File: src/rtl/ecg_window_buffer.sv
// ECG window buffer: packs a stream of gained, saturated samples into
// IN_SIZE-sample windows for the encoder, with batch tracking.
module ecg_window_buffer #(
  parameter int BITSIZE    = 16,
  parameter int IN_SIZE    = 92,
  parameter int BATCH      = 32,
  parameter int GAIN_SHIFT = 0
) (
  input  logic                       clk,
  input  logic                       reset,
  input  logic [BITSIZE-1:0]         s_data,
  input  logic                       s_valid,
  output logic                       s_ready,
  output logic [BITSIZE*IN_SIZE-1:0] x,
  output logic                       x_valid,
  input  logic                       x_ready,
  output logic [$clog2(BATCH)-1:0]   win_idx,
  output logic                       sat_flag,
  output logic                       batch_done
);

  localparam int CW = $clog2(IN_SIZE);
  localparam int WW = $clog2(BATCH);
  localparam int W  = BITSIZE + GAIN_SHIFT;

  localparam logic signed [W-1:0] MAXV =
    W'((64'sd1 <<< (BITSIZE-1)) - 64'sd1);
  localparam logic signed [W-1:0] MINV =
    W'(-(64'sd1 <<< (BITSIZE-1)));
  localparam logic [BITSIZE-1:0] SMAX =
    {1'b0, {(BITSIZE-1){1'b1}}};
  localparam logic [BITSIZE-1:0] SMIN =
    {1'b1, {(BITSIZE-1){1'b0}}};

  typedef enum logic {FILL, FULL} state_t;

  state_t                     state_q;
  logic [CW-1:0]              cnt_q;
  logic [BITSIZE*IN_SIZE-1:0] x_q;
  logic [WW-1:0]              win_q;
  logic                       sat_q;
  logic                       bd_q;

  logic signed [W-1:0] wide;
  logic                ovf;
  logic [BITSIZE-1:0]  samp_d;
  logic                accept;
  logic                handoff;
  logic                last_slot;
  logic                last_win;

  // Gain is applied at extended width so overflow is visible before clamping
  always_comb begin
    wide   = W'($signed(s_data)) <<< GAIN_SHIFT;
    ovf    = (wide > MAXV) || (wide < MINV);
    samp_d = wide[BITSIZE-1:0];
    if (ovf) samp_d = wide[W-1] ? SMIN : SMAX;
  end

  assign accept    = (state_q == FILL) && s_valid;
  assign handoff   = (state_q == FULL) && x_ready;
  assign last_slot = (cnt_q == CW'(IN_SIZE-1));
  assign last_win  = (win_q == WW'(BATCH-1));

  always_ff @(posedge clk) begin
    if (!reset) begin
      state_q <= FILL;
      cnt_q   <= '0;
      x_q     <= '0;
      win_q   <= '0;
      sat_q   <= 1'b0;
      bd_q    <= 1'b0;
    end else begin
      bd_q <= 1'b0;
      if (accept) begin
        x_q[cnt_q*BITSIZE +: BITSIZE] <= samp_d;
        if (ovf) sat_q <= 1'b1;
        if (last_slot) begin
          state_q <= FULL;
          cnt_q   <= '0;
        end else begin
          cnt_q <= cnt_q + 1'b1;
        end
      end
      if (handoff) begin
        state_q <= FILL;
        cnt_q   <= '0;
        sat_q   <= 1'b0;
        if (last_win) begin
          win_q <= '0;
          bd_q  <= 1'b1;
        end else begin
          win_q <= win_q + 1'b1;
        end
      end
    end
  end

  assign s_ready    = (state_q == FILL);
  assign x_valid    = (state_q == FULL);
  assign x          = x_q;
  assign win_idx    = win_q;
  assign sat_flag   = sat_q;
  assign batch_done = bd_q;

endmodule

File: config.mk
export PLATFORM = sky130hd
export DESIGN_NAME = ecg_window_buffer
export DESIGN_NICKNAME = d
export VERILOG_FILES = /design/src/rtl/ecg_window_buffer.sv
export SDC_FILE = /design/constraint.sdc
export NUM_CORES = 2
export LEC_CHECK = 0
export CAP_MARGIN = 40
export CORE_AREA = 2 2 578 580
export CTS_BUF_LIST = sky130_fd_sc_hd__clkbuf_4 sky130_fd_sc_hd__clkbuf_8 sky130_fd_sc_hd__clkbuf_16
export CTS_CLUSTER_DIAMETER = 30
export DETAILED_ROUTE_END_ITERATION = 10
export DIE_AREA = 0 0 580 582
export PLACE_DENSITY = 0.32
export SLEW_MARGIN = 20
export SYNTH_ARGS = -nofsm -noshare
export SYNTH_HDL_FRONTEND = slang
export SYNTH_SLANG_ARGS = --single-unit
File: constraint.sdc
create_clock -name clk -period 8.2 [get_ports clk]
set_clock_uncertainty 0.05 [all_clocks]
set_input_delay 1.64 -clock clk [delete_from_list [all_inputs] [get_ports clk]]
set_output_delay 1.64 -clock clk [all_outputs]
set_load 0.05 [all_outputs]
[Word level (Yosys, flattened, before mapping)]
Cells that the tools add are included.
Operators by class
  add/subtract/negate cells: 3
  shifts and indexed selects: 2
  magnitude comparators: 2
  mux-type cells: 6
  reduce and logical (&&, ||, !) cells: 7
  eq/ne operators: 2
  bitwise logic cells: 2
Operators by type and width (count)
  1472-bit bitwise mux: 1
  16-bit by 34-bit variable shift with 1472-bit output, first input constant: 1
  16-bit by 34-bit variable part select with 1472-bit output: 1
  11-bit negation with 34-bit output: 1
  16-bit two-way mux: 2
  16-bit greater-than comparator, second input constant: 1
  16-bit < comparator, second input constant: 1
  7-bit by 1-bit adder with 7-bit output, second input constant: 1
  7-bit == test, second input constant: 1
  7-bit two-way mux: 1
  2-bit AND reduction: 3
  5-bit by 1-bit adder with 5-bit output, second input constant: 1
  5-bit == test, second input constant: 1
  5-bit two-way mux: 1
  1-bit logical AND: 2
  1-bit NOT: 2
  2-bit OR reduction: 1
  1-bit logical OR: 1
  1-bit two-way mux: 1
Storage, ports and cells
  register bits: 1487
  bits of input ports: 20

[Depth between registers and ports, before layout]
  depth in word-level cells: 5
  mapped depth: 16
  gate-level depth less buffers: 8

[Worst setup path before layout]
Ideal clock, no wire load.
  kind: flip-flop to flip-flop
  start point: reg cnt_q[0]
  end point: reg x_q[1238], in the netlist x[1238]
  data required time: 8078 ps
  setup slack: 4515 ps
  arrival: 3564 ps
  stages on the path, launching flop included: 16
  path through: dfxtp_1 -> buf_6 -> buf_6 -> inv_1 -> ha_1 -> buf_2 -> buf_2 -> nor4b_1 -> ha_1 -> or4b_1 -> or2_1 -> buf_2 -> nor3b_1 -> buf_2 -> buf_4 -> mux2i_1
Between the ends
  cells in the longest elaborated chain, start to end: 3
  elaborated cells between the ends (all ways): 4
RTL lines
  start: declaration: RTL line 38  | logic [CW-1:0] cnt_q;
  start signal: assignment: RTL line 82  | cnt_q <= cnt_q + 1'b1;
  11-bit negation with 34-bit output *: RTL line 76  | x_q[cnt_q*BITSIZE +: BITSIZE] <= samp_d;
  16-bit by 34-bit variable part select with 1472-bit output or 16-bit by 34-bit variable shift with 1472-bit output (tied branches): RTL line 76
  1472-bit bitwise mux *: RTL line 76
  end signal: indexed assignment: RTL line 76
  end: declaration: RTL line 39  | logic [BITSIZE*IN_SIZE-1:0] x_q;
Mark *: on every way between the ends. The rest lies on a longest branch, timed or not.
A chain may end at the register's enable or synchronous reset.

[Worst setup path after layout]
  start point: reg cnt_q[1]
  end point: reg x_q[153], in the netlist x[153]
The elaborated chain is that of the path after synthesis.

==> impl_metrics.env <==
export IMPL_grt_max_degree=207
export IMPL_slew_violations=0
export IMPL_cts_resized=0
export IMPL_cts_root_buf="clkbuf_16"
export IMPL_tritoncts="done"
export IMPL_final_cell_mix="1579 x nand2_1, 1499 x clkdlybuf4s50_1, 1486 x dfxtp_1, 1264 x mux2i_1, 463 x clkbuf_16"
export IMPL_hold_path_depth=2
export IMPL_hold_class="reg2reg"
export IMPL_drtIter0Drc=2789
export IMPL_grt_setup_unrepaired="false"
export IMPL_required_ns=8.91
export IMPL_ios=1501
export IMPL_worstPathArrival_ns=5.60
export IMPL_grt_pass1_vias=51200
export IMPL_seq_area_mm2=0.0298
export IMPL_synth_nets=5813
export IMPL_synth_area_mm2=0.0570
export IMPL_worstSkewPairLatency_ns=0.91
export IMPL_relSlewSlack_pct=19.3
export IMPL_yosysTopAreaCellShare_pct=52.2
export IMPL_yosys_area_share_simple_pct=17.3
export IMPL_ff2ff_path_depth=11
export IMPL_pre_cts_ws_ns=2.72
export IMPL_status="finished, final reports clean"
export IMPL_worstSetupEndpointType="flip-flop"
export IMPL_clock_path_buffers=4
export IMPL_synth_edff_count=0
export IMPL_ys_top_cells_by_area="dfxtp_1 52%, mux2i_1 22%, nand2_1 10%"
export IMPL_antenna_found_initial=12
export IMPL_drc=0
export IMPL_htreeDepth=5
export IMPL_hold_viol=0
export IMPL_synth_top_family_by_area="multiplexers"
export IMPL_grt_usage_pct=19.5
export IMPL_p_leak_nw=37.6
export IMPL_multi_input_area_mm2=0.0255
export IMPL_finalNonFillerCells=12200
export IMPL_numCtsBuffers=460
export IMPL_synth_seq_cells=1487
export IMPL_synth_top_area_cell="dfxtp_1"
export IMPL_syn_avg_cell_area_um2=9.85
export IMPL_row_count=212
export IMPL_cts_setup_buffers=0
export IMPL_setup_tns_final_ns=0
export IMPL_wl_per_cell_um=28.0
export IMPL_nets=7474
export IMPL_cpPeakStageDelay_ns=0.66
export IMPL_peakVddDrop_uv=200
export IMPL_powerDensity_mw_per_mm2=276
export IMPL_hpwl_um=243000
export IMPL_layout_drive_gt1_share_pct=15.7
export IMPL_cts_hold_buf=0
export IMPL_yosysWarnings=0
export IMPL_tightest_slew_ns=1.21
export IMPL_seq_area_frac_synth_pct=52.2
export IMPL_clkTransAtPathRegs_ns=0.04
export IMPL_drtAntennaViolNets=0
export IMPL_fmax_mhz=205
export IMPL_start_util_pct=17.2
export IMPL_post_route_util_pct=28.6
export IMPL_cpMostUsedCell="buf_4"
export IMPL_post_route_period_util_pct=59.6
export IMPL_die_x_um=580
export IMPL_viasPerCell=4.12
export IMPL_fill_cells=34500
export IMPL_p_total_mw=26.2
export IMPL_worst_slack_ns=3.31
export IMPL_synth_xor_xnor_area_share_pct=0.200
export IMPL_grt_pass1_wl_um=460000
export IMPL_ys_types=71
export IMPL_path_max_fanout=54
export IMPL_num_vias=50300
export IMPL_ys_flop_type="dfxtp_1"
export IMPL_cts_sinks=1487
export IMPL_final_common_cell="nand2_1"
export IMPL_dpl_cell_count=11400
export IMPL_dieArea_mm2=0.338
export IMPL_synth_area_mux_share_pct=22.2
export IMPL_synthAdderAreaFrac_pct=0.110
export IMPL_synth_cells=5788
export IMPL_cp_cell_sequence="inv_1, ha_1, buf_4, nor4b_1, ha_1, buf_4, nand4bb_1, nor2_4, buf_4, and3_1, o21ai_0"
export IMPL_drt_total_wl_um=342000
export IMPL_async_flop_share_pct=0
export IMPL_fp_dieH_um=582
export IMPL_core_area_mm2=0.332
export IMPL_io_buffers=1500
export IMPL_synth_compound_area_share_pct=3.58
export IMPL_cap_violations=0
export IMPL_slowest_stage="nor2_4"
export IMPL_area_delta_synth_final_pct=66.3
export IMPL_place_congestion=0.770
export IMPL_drtPass1Iterations=5
export IMPL_start_kind="flip-flop"
export IMPL_setup_worst_path_class="reg2reg"
export IMPL_period_needed_ns=4.89
export IMPL_grt_ovfl_total=0
export IMPL_setup_viol_count_final=0
==> per-layer routing <==
metal	vias up	wire (µm)	track usage [%]
met2	1897	161000	32.2
met5	-	0	0
met3	465	30600	7.72
met1	24700	139000	22.7
met4	0	11500	6.67
li1	23300	-	-
==> where the power goes <==
| group | switching, mW | internal, mW |
|---|---|---|
| clock | 5.36 | 12.9 |
| combinational | 0.535 | 0.122 |
| sequential | 0.00242 | 7.26 |
==> worst paths after layout <==
path                         endpoint  slack [ns]                  start
setup / recovery  x[153]$_SDFFE_PN0P_        3.31  cnt_q[1]$_SDFFE_PP0P_
hold / removal    x[553]$_SDFFE_PN0P_        0.40    x[553]$_SDFFE_PN0P_
setup reg to reg  x[153]$_SDFFE_PN0P_        3.31  cnt_q[1]$_SDFFE_PP0P_
hold reg to reg   x[553]$_SDFFE_PN0P_        0.40    x[553]$_SDFFE_PN0P_
==> Yosys cell counts (8+ instances only) <==
library cell and number:
or4_1 32, and3_1 16, nand3b_1 18, nand2_1 1580, nand4_1 259, nor2_1 15
nand3_1 127, and2_1 17, mux2i_1 1264, dfxtp_1 1487, nor3b_1 8, buf_4 59
o21ai_0 212, a211oi_1 19, buf_6 13, clkbuf_1 303, a21oi_1 58, buf_2 130
nand3_4 12, nand3_2 18, buf_1 19, o211ai_4 9
==> layout make-up <==
type	instances	share of cell area (%)
tap	4387	5.79
clock buffer	672	14.6
multi-input combinational	3768	26.8
sequential	1487	31.4
clock inverter	179	2.68
inverter	7	0.0290
antenna	5	0.0132
timing repair buffer	1725	18.7
==> worst max-delay path: cells and delay by family (launching register included) <==
kind | cells | cell delay (ns)
buffers and inverters | 4 | 1.37
AO/OA/AOI/OAI | 1 | 0.20
AND/OR/NAND/NOR | 4 | 1.96
flip-flops | 1 | 0.58
adder cells (fa/ha/maj) | 2 | 0.51
==> cells by family (layout without fill, tap and decap cells) <==
logic type / count (synthesis) / count (layout)
simple gates: 2164 / 2164
other cells: 0 / 5
xor+xnor: 10 / 10
buf+inv: 533 / 2583
compound gates: 325 / 325
mux: 1264 / 1264
flops: 1487 / 1487
fa+ha+maj: 5 / 5
==> sequential cells by signal, indices dropped and copies added (netlist names) <==
name / count
x_valid: 1
win_idx: 5
x: 1472
sat_flag: 1
batch_done: 1
cnt_q: 7
==> through the flow <==
stage	cell area, µm²	hold WS (ns)
floorplan	57000	0.528
global placement	77000	0.392
detailed placement	78300	0.395
CTS	94700	0.403
global route	94900	0.417
finish	94900	0.402
Power figures use the tool's default switching activity.
